--- config.mk ---
export PLATFORM = sky130hd
export DESIGN_NAME = pc_sequencer
export DESIGN_NICKNAME = d
export VERILOG_FILES = /design/src/rtl/mips_pkg.sv /design/src/rtl/pc_next_mux.sv /design/src/rtl/pc_sequencer.sv
export SDC_FILE = /design/constraint.sdc
export NUM_CORES = 1
export LEC_CHECK = 0
export ABC_AREA = 1
export CAP_MARGIN = 20
export CORE_MARGIN = 5
export CORE_UTILIZATION = 30
export CTS_BUF_LIST = sky130_fd_sc_hd__clkbuf_8
export CTS_CLUSTER_SIZE = 20
export DETAILED_ROUTE_END_ITERATION = 16
export GPL_TIMING_DRIVEN = 0
export SKIP_LAST_GASP = 1
export SYNTH_ARGS = -nofsm -noshare
export SYNTH_HDL_FRONTEND = slang
export SYNTH_SLANG_ARGS = --single-unit
export TNS_END_PERCENT = 20
--- constraint.sdc ---
create_clock -name clk -period 2.99 [get_ports clk]
set_input_delay 0.598 -clock clk [delete_from_list [all_inputs] [get_ports clk]]
set_output_delay 0.598 -clock clk [all_outputs]
set_load 0.005 [all_outputs]
--- src/rtl/mips_pkg.sv ---
// Shared types and defaults for the MIPS PC sequencer: PC source select,
// run/halt FSM encoding and the default reset/trap vectors.
package mips_pkg;

   typedef enum logic [1:0] {
      PC_SEQ = 2'd0,
      PC_BR  = 2'd1,
      PC_J   = 2'd2,
      PC_JR  = 2'd3
   } pc_src_t;

   localparam logic [1:0] SEQ_IDLE   = 2'd0;
   localparam logic [1:0] SEQ_RUN    = 2'd1;
   localparam logic [1:0] SEQ_HALTED = 2'd2;

   typedef enum logic [1:0] {
      ST_IDLE   = SEQ_IDLE,
      ST_RUN    = SEQ_RUN,
      ST_HALTED = SEQ_HALTED
   } seq_state_t;

   localparam logic [31:0] DEF_RESET_VECTOR = 32'h0000_0000;
   localparam logic [31:0] DEF_TRAP_VECTOR  = 32'h0000_0080;

endpackage

--- src/rtl/pc_next_mux.sv ---
// Next-PC selection and branch/jump/jr target arithmetic (all adds wrap mod 2^32).
// PC_TRAP_EN: a misaligned jr target redirects to TRAP_VECTOR and raises jr_trap.
module pc_next_mux
   import mips_pkg::*;
#(
   parameter logic [31:0] TRAP_VECTOR = DEF_TRAP_VECTOR
) (
   input  logic [31:0] pc,
   input  logic        branch_taken,
   input  logic [31:0] branch_offset,
   input  logic        jump,
   input  logic [25:0] jump_target,
   input  logic        jr,
   input  logic [31:0] jr_target,
   output logic [31:0] pc_plus4,
   output logic [31:0] pc_next,
   output pc_src_t     pc_src,
   output logic        jr_trap
);

   logic [31:0] br_target;
   logic [31:0] j_target;
   logic [31:0] jr_dest;

`ifdef PC_TRAP_EN
   logic jr_misaligned;
   assign jr_misaligned = |jr_target[1:0];
   assign jr_dest       = jr_misaligned ? TRAP_VECTOR : jr_target;
   assign jr_trap       = jr & jr_misaligned;
`else
   // Low target bits are dropped so jr always lands word-aligned.
   logic unused_bits;
   assign unused_bits = ^{jr_target[1:0], TRAP_VECTOR};
   assign jr_dest     = {jr_target[31:2], 2'b00};
   assign jr_trap     = 1'b0;
`endif

   assign pc_plus4  = pc + 32'd4;
   assign br_target = pc_plus4 + (branch_offset << 2);
   assign j_target  = {pc_plus4[31:28], jump_target, 2'b00};

   always_comb begin
      pc_src = PC_SEQ;
      if (jr)                pc_src = PC_JR;
      else if (jump)         pc_src = PC_J;
      else if (branch_taken) pc_src = PC_BR;
   end

   always_comb begin
      pc_next = pc_plus4;
      case (pc_src)
         PC_BR:   pc_next = br_target;
         PC_J:    pc_next = j_target;
         PC_JR:   pc_next = jr_dest;
         default: pc_next = pc_plus4;
      endcase
   end

endmodule

--- src/rtl/pc_sequencer.sv ---
// Program-counter controller: PC register plus IDLE/RUN/HALTED fetch FSM.
// Optional PC_TRAP_EN: misaligned jr loads TRAP_VECTOR and pulses trap for one cycle.
module pc_sequencer
   import mips_pkg::*;
#(
   parameter logic [31:0] RESET_VECTOR = DEF_RESET_VECTOR,
   parameter logic [31:0] TRAP_VECTOR  = DEF_TRAP_VECTOR
) (
   input  logic        clk,
   input  logic        reset,
   input  logic        run,
   input  logic        halt,
   input  logic        stall,
   input  logic        branch_taken,
   input  logic [31:0] branch_offset,
   input  logic        jump,
   input  logic [25:0] jump_target,
   input  logic        jr,
   input  logic [31:0] jr_target,
   output logic [31:0] pc,
   output logic [31:0] pc_plus4,
   output logic        fetch_valid,
   output logic [1:0]  seq_state,
   output logic        trap
);

   seq_state_t  state_q, state_d;
   logic [31:0] pc_q;
   logic [31:0] pc_next;
   pc_src_t     pc_src;
   logic        jr_trap;
   logic        advance;

   pc_next_mux #(
      .TRAP_VECTOR (TRAP_VECTOR)
   ) u_next (
      .pc            (pc_q),
      .branch_taken  (branch_taken),
      .branch_offset (branch_offset),
      .jump          (jump),
      .jump_target   (jump_target),
      .jr            (jr),
      .jr_target     (jr_target),
      .pc_plus4      (pc_plus4),
      .pc_next       (pc_next),
      .pc_src        (pc_src),
      .jr_trap       (jr_trap)
   );

   // halt wins over run; the unused encoding falls back to IDLE.
   always_comb begin
      state_d = state_q;
      case (state_q)
         ST_IDLE:   if (run && !halt) state_d = ST_RUN;
         ST_RUN:    if (halt)         state_d = ST_HALTED;
         ST_HALTED: if (run && !halt) state_d = ST_RUN;
         default:                     state_d = ST_IDLE;
      endcase
   end

   assign advance = (state_q == ST_RUN) && !stall && !halt;

   always_ff @(posedge clk or negedge reset) begin
      if (!reset) begin
         state_q <= ST_IDLE;
         pc_q    <= RESET_VECTOR;
      end else begin
         state_q <= state_d;
         if (advance) pc_q <= pc_next;
      end
   end

`ifdef PC_TRAP_EN
   logic trap_q;
   always_ff @(posedge clk or negedge reset) begin
      if (!reset) trap_q <= 1'b0;
      else        trap_q <= advance && jr_trap;
   end
   assign trap = trap_q;
`else
   logic unused_trap;
   assign unused_trap = ^{jr_trap, pc_src};
   assign trap        = 1'b0;
`endif

   assign pc          = pc_q;
   assign fetch_valid = (state_q == ST_RUN) && !stall;
   assign seq_state   = state_q;

endmodule

## Yosys cells after proc, flatten, opt, wreduce, memory -nomap -nowiden

Cells that the tools add are included.

- Bits of input ports: 98
- Word-level logic and storage cells: 26
- Register bits after elaboration: 34

- Add/sub/neg operators: 2
- Eq/ne operators: 7
- Mux-type cells: 7
- Reduce and logical (&&, ||, !) cells: 8

Operator list:

| cell | count |
|---|---|
| one-hot mux 32 bit (3 select lines) | 1 |
| adder 32 x 3 -> 32 bit (second input constant) | 1 |
| adder 32 bit | 1 |
| two-way mux 2 bit | 4 |
| equality test 2 bit (second input constant) | 3 |
| equality test 2 x 1 -> 1 bit (second input constant) | 2 |
| one-hot mux 2 bit (2 select lines) | 1 |
| logical AND 1 bit | 3 |
| logical NOT 1 bit | 2 |
| logical NOT 2 bit | 1 |
| inequality test 2 x 1 -> 1 bit (second input constant) | 1 |
| inequality test 2 bit (second input constant) | 1 |
| AND reduction 2 bit | 1 |
| OR reduction 2 bit | 1 |
| two-way mux 1 bit | 1 |

## Logic depth before layout (Yosys ltp)

Gate-level depths: netlist of run 1.

- Depth in word-level cells: 5
- Gate-level depth with buffers: 25
- Mapped depth without buffers: 25

## Cells and area by module

Synthesis of run 1 repeated with hierarchy kept, for this count alone.

- Cell total of the unflattened synthesis: 889
- Area, all modules: 5116.2 um^2

By module, submodules not included:

| module | area an instance (um^2) | instances | cells each | sequential area each (um^2) |
|---|---|---|---|---|
| pc_next_mux | 3651.0 | 1 | 734 | 0.0 |
| pc_sequencer | 1465.2 | 1 | 155 | 850.8 |

## Worst setup path before layout of run 1

No wires, ideal clock.

- Path kind: register -> register
- Start point: register pc_q[2] (netlist: pc[2])
- End point: register pc_q[26] (netlist: pc[26])
- Cell stages (with the launch flop): 21
- Arrival time: 2.701 ns
- Slack: 0.172 ns
- Cell sequence: dfrtp_1 > ha_1 > nand3_1 > nor2_2 > nand2_1 > nor2_2 > nand3_1 > xor2_1 > inv_1 > ha_1 > nand2_1 > nor2_1 > inv_1 > nor3_1 > nand3_1 > nand3_1 > nand2_1 > nand3_1 > nand2_1 > nand2_1 > nand2_1

- Longest elaborated chain between the ends: 3

RTL lines:

| element | RTL line | source |
|---|---|---|
| start: declaration | pc_sequencer.sv:28 | `logic [31:0] pc_q;` |
| start signal: assignment | pc_sequencer.sv:69 | `if (advance) pc_q <= pc_next;` |
| adder 32 x 3 -> 32 bit | pc_next_mux.sv:38 | `assign pc_plus4 = pc + 32'd4;` |
| via pc_plus4[18] | pc_sequencer.sv:21 | `output logic [31:0] pc_plus4,` |
| adder 32 bit | pc_next_mux.sv:39 | `assign br_target = pc_plus4 + (branch_offset << 2);` |
| one-hot mux 32 bit (3 select lines) | pc_next_mux.sv:51 | `case (pc_src)` |

The timed path passes the listed nets, and every way through them passes these cells.
A chain may end at the register's enable or synchronous reset.

## Worst setup path after layout of run 1

- Start point: register pc_q[16] (netlist: pc[16])
- End point: register pc_q[29] (netlist: pc[29])

- Longest elaborated chain between the ends: 3

RTL lines:

| element | RTL line |
|---|---|
| adder 32 x 3 -> 32 bit (*) | pc_next_mux.sv:38 |
| adder 32 bit | pc_next_mux.sv:39 |
| one-hot mux 32 bit (3 select lines) (*) | pc_next_mux.sv:51 |

Mark *: on every way between the ends. The rest lies on a longest branch, timed or not.

==> results.py, run 1 <==
metrics = {
    "run_status": {
        "status": "finished with violations",
        "violations": "negative setup slack",
    },
    "power_and_ir_drop": {
        "power.switching_w": 0.00341,
        "power.share.clock": 0.063,
        "p_int_w": 0.00331,
        "power.share.sequential": 0.137,
        "pwr-share-comb": 0.800,
        "switching_part_of_the_total": 0.508,
        "power_per_cell_area_nw_per_um2": 846,
        "power_w": 0.00672,
        "highest_ir_drop_seen_on_vdd_uv": 342,
        "p_leak_nw": 3.90,
    },
    "global_route": {
        "grt_start_max_net_pins": 33,
        "grt_pass1_vias": 6349,
        "initial_antenna_violation_count": 1,
        "grt.total_usage": 0.221,
        "grt_pass1_wl_mm": 33.7,
        "grt_remaining_overflow": 0,
    },
    "detailed_routing": {
        "detailedRoute.firstPassIterationCount": 5,
        "antenna_left": 0,
        "post_drt_wl_per_cell_um": 16.7,
        "remaining_drc_errors": 0,
        "routed_via_density": 4.88,
        "drt_iter0_drc": 501,
        "routed_wirelength_mm": 22.6,
        "num_vias": 6586,
    },
    "sta": {
        "slew_viol_final": 0,
        "report.final.hold_viol_count": 0,
        "setup_total_negative_slack_ps": -249,
        "max_slew.worst_pin.slew_ps": 742,
        "timing.slew.headroom": 0.505,
        "fin_crit_sh": 1.03,
        "setup_slack_ps": -97.5,
        "grt_setup_unrepaired": "true",
        "timing.final.setup_violations": 7,
        "max_freq_mhz": 324,
        "layout_min_cycle_time_ps": 3090,
        "worst_clock_skew_ps": 6.05,
    },
    "setup_path": {
        "worstPathCellList": "inv_1 > nor2_1 > nand3_1 > nor2_2 > nand3_4 > nor2_4 > xor2_2 > inv_2 > ha_4 > nand2_1 > nor2_2 > nand2_1 > nor3_2 > nand2_2 > nand2_1 > nand2_1 > nand3_1 > nand2_1 > nand2_1 > nand2_1",
        "reg2reg_to": "pc[29]$_DFFE_PN0P_",
        "endpoint": "pc[29]$_DFFE_PN0P_",
        "count_of_buffer_and_inverter_cells_on_the_critical_path": 2,
        "timing.critical_path.mode_cell": "sky130_fd_sc_hd__nand2_1",
        "ff2ff_setup_slack_ps": -100,
        "worst_path_largest_cell_delay_ps": 410,
        "timing_worst_setup_path_type": "reg -> reg",
        "path_max_fanout": 5,
        "cpMaxStageDelayCell": "sky130_fd_sc_hd__dfrtp_1",
        "cell_depth_of_the_worst_flop_to_flop_path": 20,
        "worst_setup_path_end_kind": "register",
        "number_of_cells_on_the_critical_path": 20,
        "critical_path_arrival_ps": 3280,
        "critical_path.startpoint_type": "register",
        "worstReg2RegStart": "pc[16]$_DFFE_PN0P_",
        "critical_path.top_delay_family": "simple AND/OR/NAND/NOR gates",
        "cp_data_required_time_ps": 3180,
        "worst_setup_path_startpoint": "pc[16]$_DFFE_PN0P_",
    },
    "yosys": {
        "most_used_flip_flop_cell_after_synthesis": "sky130_fd_sc_hd__dfrtp_1",
        "synth-seq-cells": 32,
        "synth_seq_area_share": 0.159,
        "synth_edf_count": 0,
        "synth.yosys.warnings": 0,
        "postSynth.asyncResetShare": 1.00,
        "synth_cell_type_count": 38,
        "synth_area_um2": 5030,
        "syn-mean-instance-area_um2": 5.52,
        "post_synth_inst_count": 911,
    },
    "clock_network": {
        "cts_tree": "yes",
        "path_clk_slew_ps": 70,
        "root_buffer": "sky130_fd_sc_hd__clkbuf_8",
        "ctsHoldBuffers": 0,
        "clock_tree.htree_level_count": 2,
        "clock_latency_late_sink_ps": 300,
        "clock-sinks": 32,
        "numCtsBuffers": 5,
        "clockBufferDepth": 2,
    },
    "floorplan": {
        "start_util": 0.304,
        "io_pins": 166,
        "die_h_um": 139,
        "coreArea_um2": 16500,
        "core.rowCount": 47,
        "floorplan.die.width_um": 139,
        "die_area_um2": 19400,
    },
    "placement": {
        "dp_cells": 1291,
        "gpl.final_weighted_congestion": 0.960,
        "place_worst_setup_slack_ps": -530,
        "place_area_um2": 6870,
        "post-dp-hpwl_mm": 18.2,
        "port_buffers": 156,
    },
    "layout": {
        "layout-drive-gt1-share": 0.174,
        "final_area_um2": 7950,
        "num-nets-final": 1261,
        "final_cells": 1350,
        "areaGrowthSynthToFinish_pct": 58.1,
    },
    "job": {
        "maxCapViolations": 0,
    },
    "hold_path": {
        "timing.hold.worst.class": "in -> async",
    },
}
==> per-layer routing <==
layer / global-route usage / vias to the layer above / share of wire
met5: 0 / - / 0
met4: 0.0711 / 0 / 0.030
met3: 0.0336 / 35 / 0.061
met2: 0.380 / 223 / 0.47
met1: 0.285 / 3033 / 0.44
li1: - / 3295 / -
==> cell usage in the layout (no fill, tap or decap), types with 3 or more instances in the layout <==
master and instances:
sky130_fd_sc_hd__buf_2 5, sky130_fd_sc_hd__a221oi_1 11, sky130_fd_sc_hd__xnor2_2 4, sky130_fd_sc_hd__a22o_1 3
sky130_fd_sc_hd__nand3_1 60, sky130_fd_sc_hd__nand4_1 16, sky130_fd_sc_hd__a21oi_2 4, sky130_fd_sc_hd__clkbuf_8 5
sky130_fd_sc_hd__nor3_1 3, sky130_fd_sc_hd__dfrtp_1 18, sky130_fd_sc_hd__nor2_4 15, sky130_fd_sc_hd__nor2_2 19
sky130_fd_sc_hd__nor3_2 4, sky130_fd_sc_hd__inv_2 12, sky130_fd_sc_hd__a21oi_1 50, sky130_fd_sc_hd__xor2_2 9
sky130_fd_sc_hd__o21ai_0 34, sky130_fd_sc_hd__nand2_1 308, sky130_fd_sc_hd__a21o_1 3, sky130_fd_sc_hd__nor2_1 57
sky130_fd_sc_hd__ha_4 11, sky130_fd_sc_hd__ha_1 21, sky130_fd_sc_hd__or2_2 3, sky130_fd_sc_hd__clkdlybuf4s50_1 155
sky130_fd_sc_hd__clkbuf_1 13, sky130_fd_sc_hd__nand2_2 15, sky130_fd_sc_hd__o21ai_1 3, sky130_fd_sc_hd__xnor2_1 4
sky130_fd_sc_hd__inv_1 143, sky130_fd_sc_hd__nand3_2 4, sky130_fd_sc_hd__nand3b_1 3, sky130_fd_sc_hd__buf_4 54
sky130_fd_sc_hd__conb_1 5, sky130_fd_sc_hd__dfrtp_2 14, sky130_fd_sc_hd__nand2_4 6, sky130_fd_sc_hd__o21bai_1 6
sky130_fd_sc_hd__xor2_1 5
==> through the flow <==
| step | utilization | hold WS [ps] |
|---|---|---|
| final | 0.481 | 360 |
| after global routing | 0.481 | 410 |
| after CTS | 0.459 | 381 |
| after detailed placement | 0.416 | 519 |
| after global placement | 0.416 | 498 |
| after floorplan | - | 302 |
==> power groups by stage <==
stage | combinational [W] | sequential, W | clock (W)
after floorplan | 0.00244 | 0.000890 | 0
after global placement | 0.00423 | 0.000962 | 0
after detailed placement | 0.00425 | 0.000960 | 0
after CTS | 0.00490 | 0.000908 | 0.000432
after global routing | 0.00588 | 0.000946 | 0.000451
final | 0.00538 | 0.000919 | 0.000423
==> layout make-up <==
type	count	area, um^2
Clock buffer	5	68.8
Sequential cell	32	818
Clock inverter	3	42.5
Buffer	23	118
Timing Repair Buffer	206	1940
Antenna cell	1	2.50
Multi-Input combinational cell	704	4100
Tap cell	220	275
Inverter	156	586
Fill cell	1667	8570
==> registers in the layout, indices dropped and copies added, names as in the netlist <==
signal	cells
seq_state	2
pc	30
==> synthesized netlist by cell type, drive strengths merged, types with 2 or more instances <==
library cell  instances  share of area
a21o                  3         0.0045
a21oi                55          0.056
a221oi               11          0.019
a22o                  3         0.0052
a32oi                 2         0.0035
buf                  10          0.012
clkbuf               13         0.0097
dfrtp                32           0.16
ha                   34          0.085
inv                 155           0.12
nand2               329           0.25
nand3                66          0.066
nand3b                3         0.0045
nand4                16          0.020
nor2                 91          0.076
nor3                  8         0.0080
o211ai                2         0.0030
o21ai                37          0.037
o21bai                6         0.0090
or2                   3         0.0037
xnor2                 8          0.014
xor2                 16          0.029
==> how the worst min path moves through the flow <==
stage | startpoint | slack (ps) | cells past startpoint | to
after floorplan | reset | 300 | 0 | pc[10]$_DFFE_PN0P_
after global placement | seq_state[0]$_DFFE_PN0P_ | 500 | 1 | seq_state[0]$_DFFE_PN0P_
after detailed placement | seq_state[0]$_DFFE_PN0P_ | 520 | 1 | seq_state[0]$_DFFE_PN0P_
after CTS | reset | 380 | 1 | pc[31]$_DFFE_PN0P_
after global routing | reset | 410 | 1 | pc[19]$_DFFE_PN0P_
final | reset | 360 | 1 | pc[30]$_DFFE_PN0P_
==> cell families after synthesis <==
| group | synth area share |
|---|---|
| and+or+nand+nor | 0.427 |
| buffers and inverters | 0.139 |
| AOI/OAI and AO/OA | 0.142 |
| adders and majority gates | 0.0886 |
| DFF | 0.159 |
| xor gates and xnor gates | 0.0433 |
| other | 0.000746 |
==> timing repair <==
item | in CTS | in global routing
setup buffers | 32 | 18
pin swaps | 17 | 33
resized for setup | 77 | 61
setup endpoints to repair | 40 | 36
No activity file was read; power rests on OpenSTA's default activity.
==> inputs of run 2 (changes only) <==
--- a/config.mk
+++ b/config.mk
@@ -12,6 +12,7 @@
 export CTS_BUF_LIST = sky130_fd_sc_hd__clkbuf_8
 export CTS_CLUSTER_SIZE = 20
 export DETAILED_ROUTE_END_ITERATION = 16
+export GPL_ROUTABILITY_DRIVEN = 0
 export GPL_TIMING_DRIVEN = 0
 export SKIP_LAST_GASP = 1
 export SYNTH_ARGS = -nofsm -noshare
==> results.py, run 2 (same netlist as run 1, synthesis figures left out) <==
metrics = {
    "clock_network": {
        "clock-sinks": 32,
        "clockBufferDepth": 2,
        "clock_tree.htree_level_count": 2,
        "path_clk_slew_ps": 70,
        "root_buffer": "sky130_fd_sc_hd__clkbuf_8",
        "cts_tree": "yes",
        "numCtsBuffers": 5,
        "clock_latency_late_sink_ps": 300,
        "ctsHoldBuffers": 0,
    },
    "layout": {
        "largest_register_ff_count": 30,
        "areaGrowthSynthToFinish_pct": 63.4,
        "layout_commonest_cell": "sky130_fd_sc_hd__nand2_1",
        "layout_common_cells": "291 x sky130_fd_sc_hd__nand2_1, 155 x sky130_fd_sc_hd__clkdlybuf4s50_1, 137 x sky130_fd_sc_hd__inv_1",
        "layout-drive-gt1-share": 0.220,
        "final_area_um2": 8210,
        "fillers": 1655,
        "num-nets-final": 1262,
    },
    "setup_path": {
        "critical_path_arrival_ps": 2460,
        "timing_worst_setup_path_type": "reg -> out",
        "critical_path.startpoint_type": "register",
        "path_max_fanout": 3,
        "worst_path_largest_cell_delay_ps": 490,
        "cpMaxStageDelayCell": "sky130_fd_sc_hd__clkdlybuf4s50_1",
        "worst_setup_path_end_kind": "output pin",
        "worstPathCellList": "buf_4 > nand2_1 > nor2_4 > nand2_1 > nor2_2 > nand4_1 > xor2_2 > inv_2 > buf_4 > clkdlybuf4s50_1",
        "cp_data_required_time_ps": 2390,
    },
    "detailed_routing": {
        "post_drt_wl_per_cell_um": 17.0,
        "routed_wirelength_mm": 23.0,
        "routed_via_density": 4.93,
        "antenna_left": 0,
        "detailedRoute.firstPassIterationCount": 5,
        "drt_iter0_drc": 566,
        "remaining_drc_errors": 0,
        "num_vias": 6649,
    },
    "sta": {
        "slew_viol_final": 0,
        "fin_crit_sh": 1.02,
        "timing.final.setup_violations": 6,
        "worst_clock_skew_ps": 8.65,
        "hold_ws_ps": 370,
        "max_slew.worst_pin.slew_ps": 756,
        "max_freq_mhz": 327,
        "grt_setup_unrepaired": "true",
        "setup_slack_ps": -68.8,
        "report.final.hold_viol_count": 0,
        "layout_min_cycle_time_ps": 3060,
        "timing.slew.headroom": 0.496,
    },
    "global_route": {
        "initial_antenna_violation_count": 1,
        "grt.total_usage": 0.221,
        "grt_remaining_overflow": 0,
        "groute.layer.met1.usage": 0.289,
        "grt_pass1_wl_mm": 34.1,
        "grt_start_max_net_pins": 33,
        "grt_util_met2": 0.382,
        "grt_most_used_layer": "met2",
        "grt_pass1_vias": 6423,
        "grt_util_met3": 0.0281,
    },
    "floorplan": {
        "die_area_um2": 19400,
        "die_h_um": 139,
        "coreArea_um2": 16500,
        "floorplan.die.width_um": 139,
        "io_pins": 166,
        "start_util": 0.304,
        "core.rowCount": 47,
    },
    "run_status": {
        "violations": "negative setup slack",
        "status": "finished with violations",
    },
    "power_and_ir_drop": {
        "highest_ir_drop_seen_on_vdd_uv": 313,
        "p_leak_nw": 3.95,
        "power_per_cell_area_nw_per_um2": 849,
    },
    "hold_path": {
        "timing.hold.worst.class": "in -> async",
    },
    "placement": {
        "port_buffers": 156,
        "post-dp-hpwl_mm": 18.3,
        "place_area_um2": 6870,
    },
    "job": {
        "maxCapViolations": 0,
    },
}
==> run 2: changes by cell type in the layout (fill, tap and decap cells not counted), moves of 5 or more <==
cell	delta
sky130_fd_sc_hd__nand3_2	+7
sky130_fd_sc_hd__nand2_1	-17
sky130_fd_sc_hd__nor2_4	+7
sky130_fd_sc_hd__ha_1	-5
sky130_fd_sc_hd__nor2_1	-8
sky130_fd_sc_hd__nand3_1	-7
sky130_fd_sc_hd__nand2_2	+13
sky130_fd_sc_hd__inv_1	-6
==> run 2: stage by stage <==
step	TNS, ps	setup WS (ps)	power (W)	utilization	instances
5_1_grt	-2710	-173	0.00751	0.497	1350
2_1_floorplan	0	172	0.00333	-	915
3_3_place_gp	-6780	-495	0.00519	0.416	1291
6_report	-191	-68.8	0.00697	0.497	1350
4_1_cts	-44.8	-14.3	0.00616	0.458	1331
3_5_place_dp	-7330	-544	0.00520	0.416	1291
==> run 2: worst max-delay path: cells and delay by family, from the launching register on <==
family,cells,cell delay (ps)
buf+inv,4,850
simple gates,5,680
flops,1,400
xor+xnor,1,240
==> run 2: layout make-up <==
| class | count | area, um^2 | share of cell area |
|---|---|---|---|
| buffer | 23 | 118 | 0.0143 |
| antenna | 1 | 2.50 | 0.000305 |
| clock buffer | 7 | 96.3 | 0.0117 |
| inverter | 156 | 591 | 0.0719 |
| tap | 220 | 275 | 0.0335 |
| timing repair buffer | 207 | 1950 | 0.237 |
| sequential | 32 | 822 | 0.100 |
| multi-input combinational | 704 | 4360 | 0.531 |
==> run 2: what timing repair did <==
action / in CTS / in global routing
pin swaps: 25 / 58
buffers inserted: 33 / 18
resized for setup: 79 / 133
endpoints found under the setup margin: 40 / 36
==> run 2: final timing paths <==
| kind | from | to | slack, ps | cells after the start |
|---|---|---|---|---|
| min in group clk | seq_state[0]$_DFFE_PN0P_ | seq_state[0]$_DFFE_PN0P_ | 500 | 1 |
| min | reset | seq_state[1]$_DFFE_PN0P_ | 370 | 1 |
| min reg2reg | seq_state[0]$_DFFE_PN0P_ | seq_state[0]$_DFFE_PN0P_ | 500 | 1 |
| max in group asynchronous | reset | pc[25]$_DFFE_PN0P_ | 2090 | 1 |
| max | pc[15]$_DFFE_PN0P_ | pc_plus4[27] | -70 | 10 |
| max reg2reg | pc[3]$_DFFE_PN0P_ | pc[29]$_DFFE_PN0P_ | -50 | 20 |
==> run 2: power by group <==
group	internal [W]	leakage (nW)	switching (W)	total, W
Combinational	0.00254	3.53	0.00312	0.00566
Clock	0.000205	0.0503	0.000166	0.000371
Sequential	0.000650	0.373	0.000288	0.000938
Total	0.00340	3.95	0.00358	0.00697
==> run 2: layer usage <==
layer | part of all wire | wire [um] | up-vias
li1 | - | - | 3295
met1 | 0.43 | 9820 | 3073
met2 | 0.49 | 11200 | 248
met3 | 0.061 | 1410 | 33
met4 | 0.025 | 571 | 0
met5 | 0 | 0 | -
==> inputs of run 3 (changes only) <==
==> constraint.sdc (replaced) <==
create_clock -name clk -period 2.99 [get_ports clk]
set_input_delay 0.598 -clock clk [delete_from_list [all_inputs] [get_ports clk]]
set_output_delay 0.598 -clock clk [all_outputs]
set_load 0.05 [all_outputs]
==> results.py, run 3 (same netlist as run 1, synthesis figures left out) <==
metrics = {
    "run_status": {
        "status": "finished with violations",
        "violations": "negative setup slack",
    },
    "placement": {
        "place_area_um2": 7140,
        "place_worst_setup_slack_ps": -351,
        "dp_cells": 1291,
        "post-dp-hpwl_mm": 18.4,
        "port_buffers": 156,
    },
    "detailed_routing": {
        "remaining_drc_errors": 0,
        "detailedRoute.firstPassIterationCount": 5,
        "routed_wirelength_mm": 23.2,
        "drt_iter0_drc": 510,
        "num_vias": 6679,
        "post_drt_wl_per_cell_um": 17.1,
        "antenna_left": 0,
        "routed_via_density": 4.93,
    },
    "hold_path": {
        "timing.hold.worst.class": "in -> async",
    },
    "clock_network": {
        "cts_tree": "yes",
        "clockBufferDepth": 2,
        "root_buffer": "sky130_fd_sc_hd__clkbuf_8",
        "clock-sinks": 32,
        "numCtsBuffers": 5,
        "clock_latency_late_sink_ps": 290,
        "clock_tree.htree_level_count": 2,
        "path_clk_slew_ps": 70,
    },
    "setup_path": {
        "timing_worst_setup_path_type": "reg -> out",
        "worst_path_largest_cell_delay_ps": 840,
        "critical_path.top_delay_family": "buffers and inverters",
        "worstPathCellList": "buf_4 > nand2_2 > nor2_4 > nand2_2 > nor2_4 > nand2_2 > nor2_4 > buf_12 > xor2_4 > clkdlybuf4s50_1",
        "cp_data_required_time_ps": 2390,
        "critical_path_arrival_ps": 2600,
        "critical_path.startpoint_type": "register",
        "worst_setup_path_end_kind": "output pin",
        "count_of_buffer_and_inverter_cells_on_the_critical_path": 3,
        "path_max_fanout": 4,
        "cpMaxStageDelayCell": "sky130_fd_sc_hd__clkdlybuf4s50_1",
    },
    "floorplan": {
        "die_area_um2": 19400,
        "io_pins": 166,
        "start_util": 0.304,
        "coreArea_um2": 16500,
        "die_h_um": 139,
        "floorplan.die.width_um": 139,
        "core.rowCount": 47,
    },
    "global_route": {
        "grt_remaining_overflow": 0,
        "grt_pass1_wl_mm": 34.2,
        "grt_pass1_vias": 6337,
        "grt_start_max_net_pins": 33,
        "grt.total_usage": 0.221,
        "initial_antenna_violation_count": 3,
    },
    "power_and_ir_drop": {
        "highest_ir_drop_seen_on_vdd_uv": 590,
        "power_w": 0.00840,
        "power_per_cell_area_nw_per_um2": 1020,
        "p_leak_nw": 3.94,
    },
    "layout": {
        "areaGrowthSynthToFinish_pct": 63.8,
        "num-nets-final": 1264,
        "fillers": 1650,
        "largest_register_ff_count": 30,
        "final_cells": 1355,
        "layout_common_cells": "299 x sky130_fd_sc_hd__nand2_1, 147 x sky130_fd_sc_hd__clkdlybuf4s50_1, 140 x sky130_fd_sc_hd__inv_1",
        "layout_commonest_cell": "sky130_fd_sc_hd__nand2_1",
        "final_area_um2": 8230,
        "layout-drive-gt1-share": 0.208,
    },
    "sta": {
        "slew_viol_final": 0,
        "fin_crit_sh": 1.07,
        "timing.slew.headroom": 0.486,
        "max_slew.worst_pin.slew_ps": 772,
        "grt_setup_unrepaired": "true",
        "timing.final.setup_violations": 23,
        "hold_ws_ps": 378,
        "setup_slack_ps": -212,
        "report.final.hold_viol_count": 0,
        "layout_min_cycle_time_ps": 3200,
        "max_freq_mhz": 312,
        "worst_clock_skew_ps": 6.81,
    },
    "job": {
        "maxCapViolations": 0,
    },
}
## run 3: cell types whose count changed in the layout (fill, tap and decap cells not counted), sizes merged, moves of 2 or more
cell | before | now
dlymetal6s2s | 0 | 2
diode | 1 | 3
clkdlybuf4s50 | 155 | 147
clkdlybuf4s15 | 0 | 5
buf | 62 | 64
## run 3: cell type report
class / count / area [um^2] / area share
multi-input combinational: 704 / 4340 / 0.527
sequential: 32 / 833 / 0.101
clock inverter: 2 / 7.51 / 0.000912
tap: 220 / 275 / 0.0334
buffer: 22 / 106 / 0.0129
inverter: 156 / 589 / 0.0716
timing repair buffer: 210 / 1990 / 0.242
antenna: 3 / 7.51 / 0.000912
clock buffer: 6 / 82.6 / 0.0100
## run 3: report_power, final
| group | switching (W) | internal [W] |
|---|---|---|
| clock | 0.000176 | 0.000181 |
| sequential | 0.000306 | 0.000662 |
| combinational | 0.00454 | 0.00254 |
| total | 0.00503 | 0.00338 |
## run 3: worst register-to-register path, cell delays in order (launching register included)
cell	delay (ps)
sky130_fd_sc_hd__dfrtp_2	480
sky130_fd_sc_hd__nand2_1	70
sky130_fd_sc_hd__nor2_1	160
sky130_fd_sc_hd__nand2_1	120
sky130_fd_sc_hd__nor2_2	160
sky130_fd_sc_hd__nand4_1	220
sky130_fd_sc_hd__xor2_2	270
sky130_fd_sc_hd__inv_2	90
sky130_fd_sc_hd__ha_4	300
sky130_fd_sc_hd__nand2_1	100
sky130_fd_sc_hd__nor2_1	150
sky130_fd_sc_hd__nand2_1	130
sky130_fd_sc_hd__nor3_1	150
sky130_fd_sc_hd__nand2_1	150
sky130_fd_sc_hd__nand2_1	100
sky130_fd_sc_hd__nand2_1	50
sky130_fd_sc_hd__nand3_1	90
sky130_fd_sc_hd__nand2_1	90
sky130_fd_sc_hd__nand2_1	90
sky130_fd_sc_hd__nand2_1	60
## run 3: final timing paths
kind | startpoint | endpoint | slack, ps | cells past startpoint
max | pc[8]$_DFFE_PN0P_ | pc_plus4[23] | -210 | 10
min | reset | pc[31]$_DFFE_PN0P_ | 380 | 1
max reg2reg | pc[25]$_DFFE_PN0P_ | pc[29]$_DFFE_PN0P_ | -140 | 19
min reg2reg | seq_state[0]$_DFFE_PN0P_ | seq_state[0]$_DFFE_PN0P_ | 530 | 1
max in group asynchronous | reset | pc[5]$_DFFE_PN0P_ | 2040 | 1
min in group clk | seq_state[0]$_DFFE_PN0P_ | seq_state[0]$_DFFE_PN0P_ | 530 | 1
## run 3: metal layers
metal / vias up / global-route usage / routed length, um
met5: - / 0 / 0
met4: 0 / 0.0659 / 682
met3: 40 / 0.0213 / 1260
met2: 239 / 0.382 / 11400
met1: 3097 / 0.291 / 9900
li1: 3303 / - / -
## run 3: through the flow
stage / utilization / setup TNS (ps)
detailed placement: 0.432 / -3730
finish: 0.498 / -2040
global route: 0.498 / -6130
CTS: 0.456 / -2440
global placement: 0.432 / -3640
floorplan: - / 0
## run 3: timing repair
item                       4_1_cts  5_1_grt
gates resized for setup         40      105
hold endpoints to repair         0        0
buffers inserted                26       28
pin swaps                       16       26
hold buffers                     0        0
setup endpoints to repair       40       42
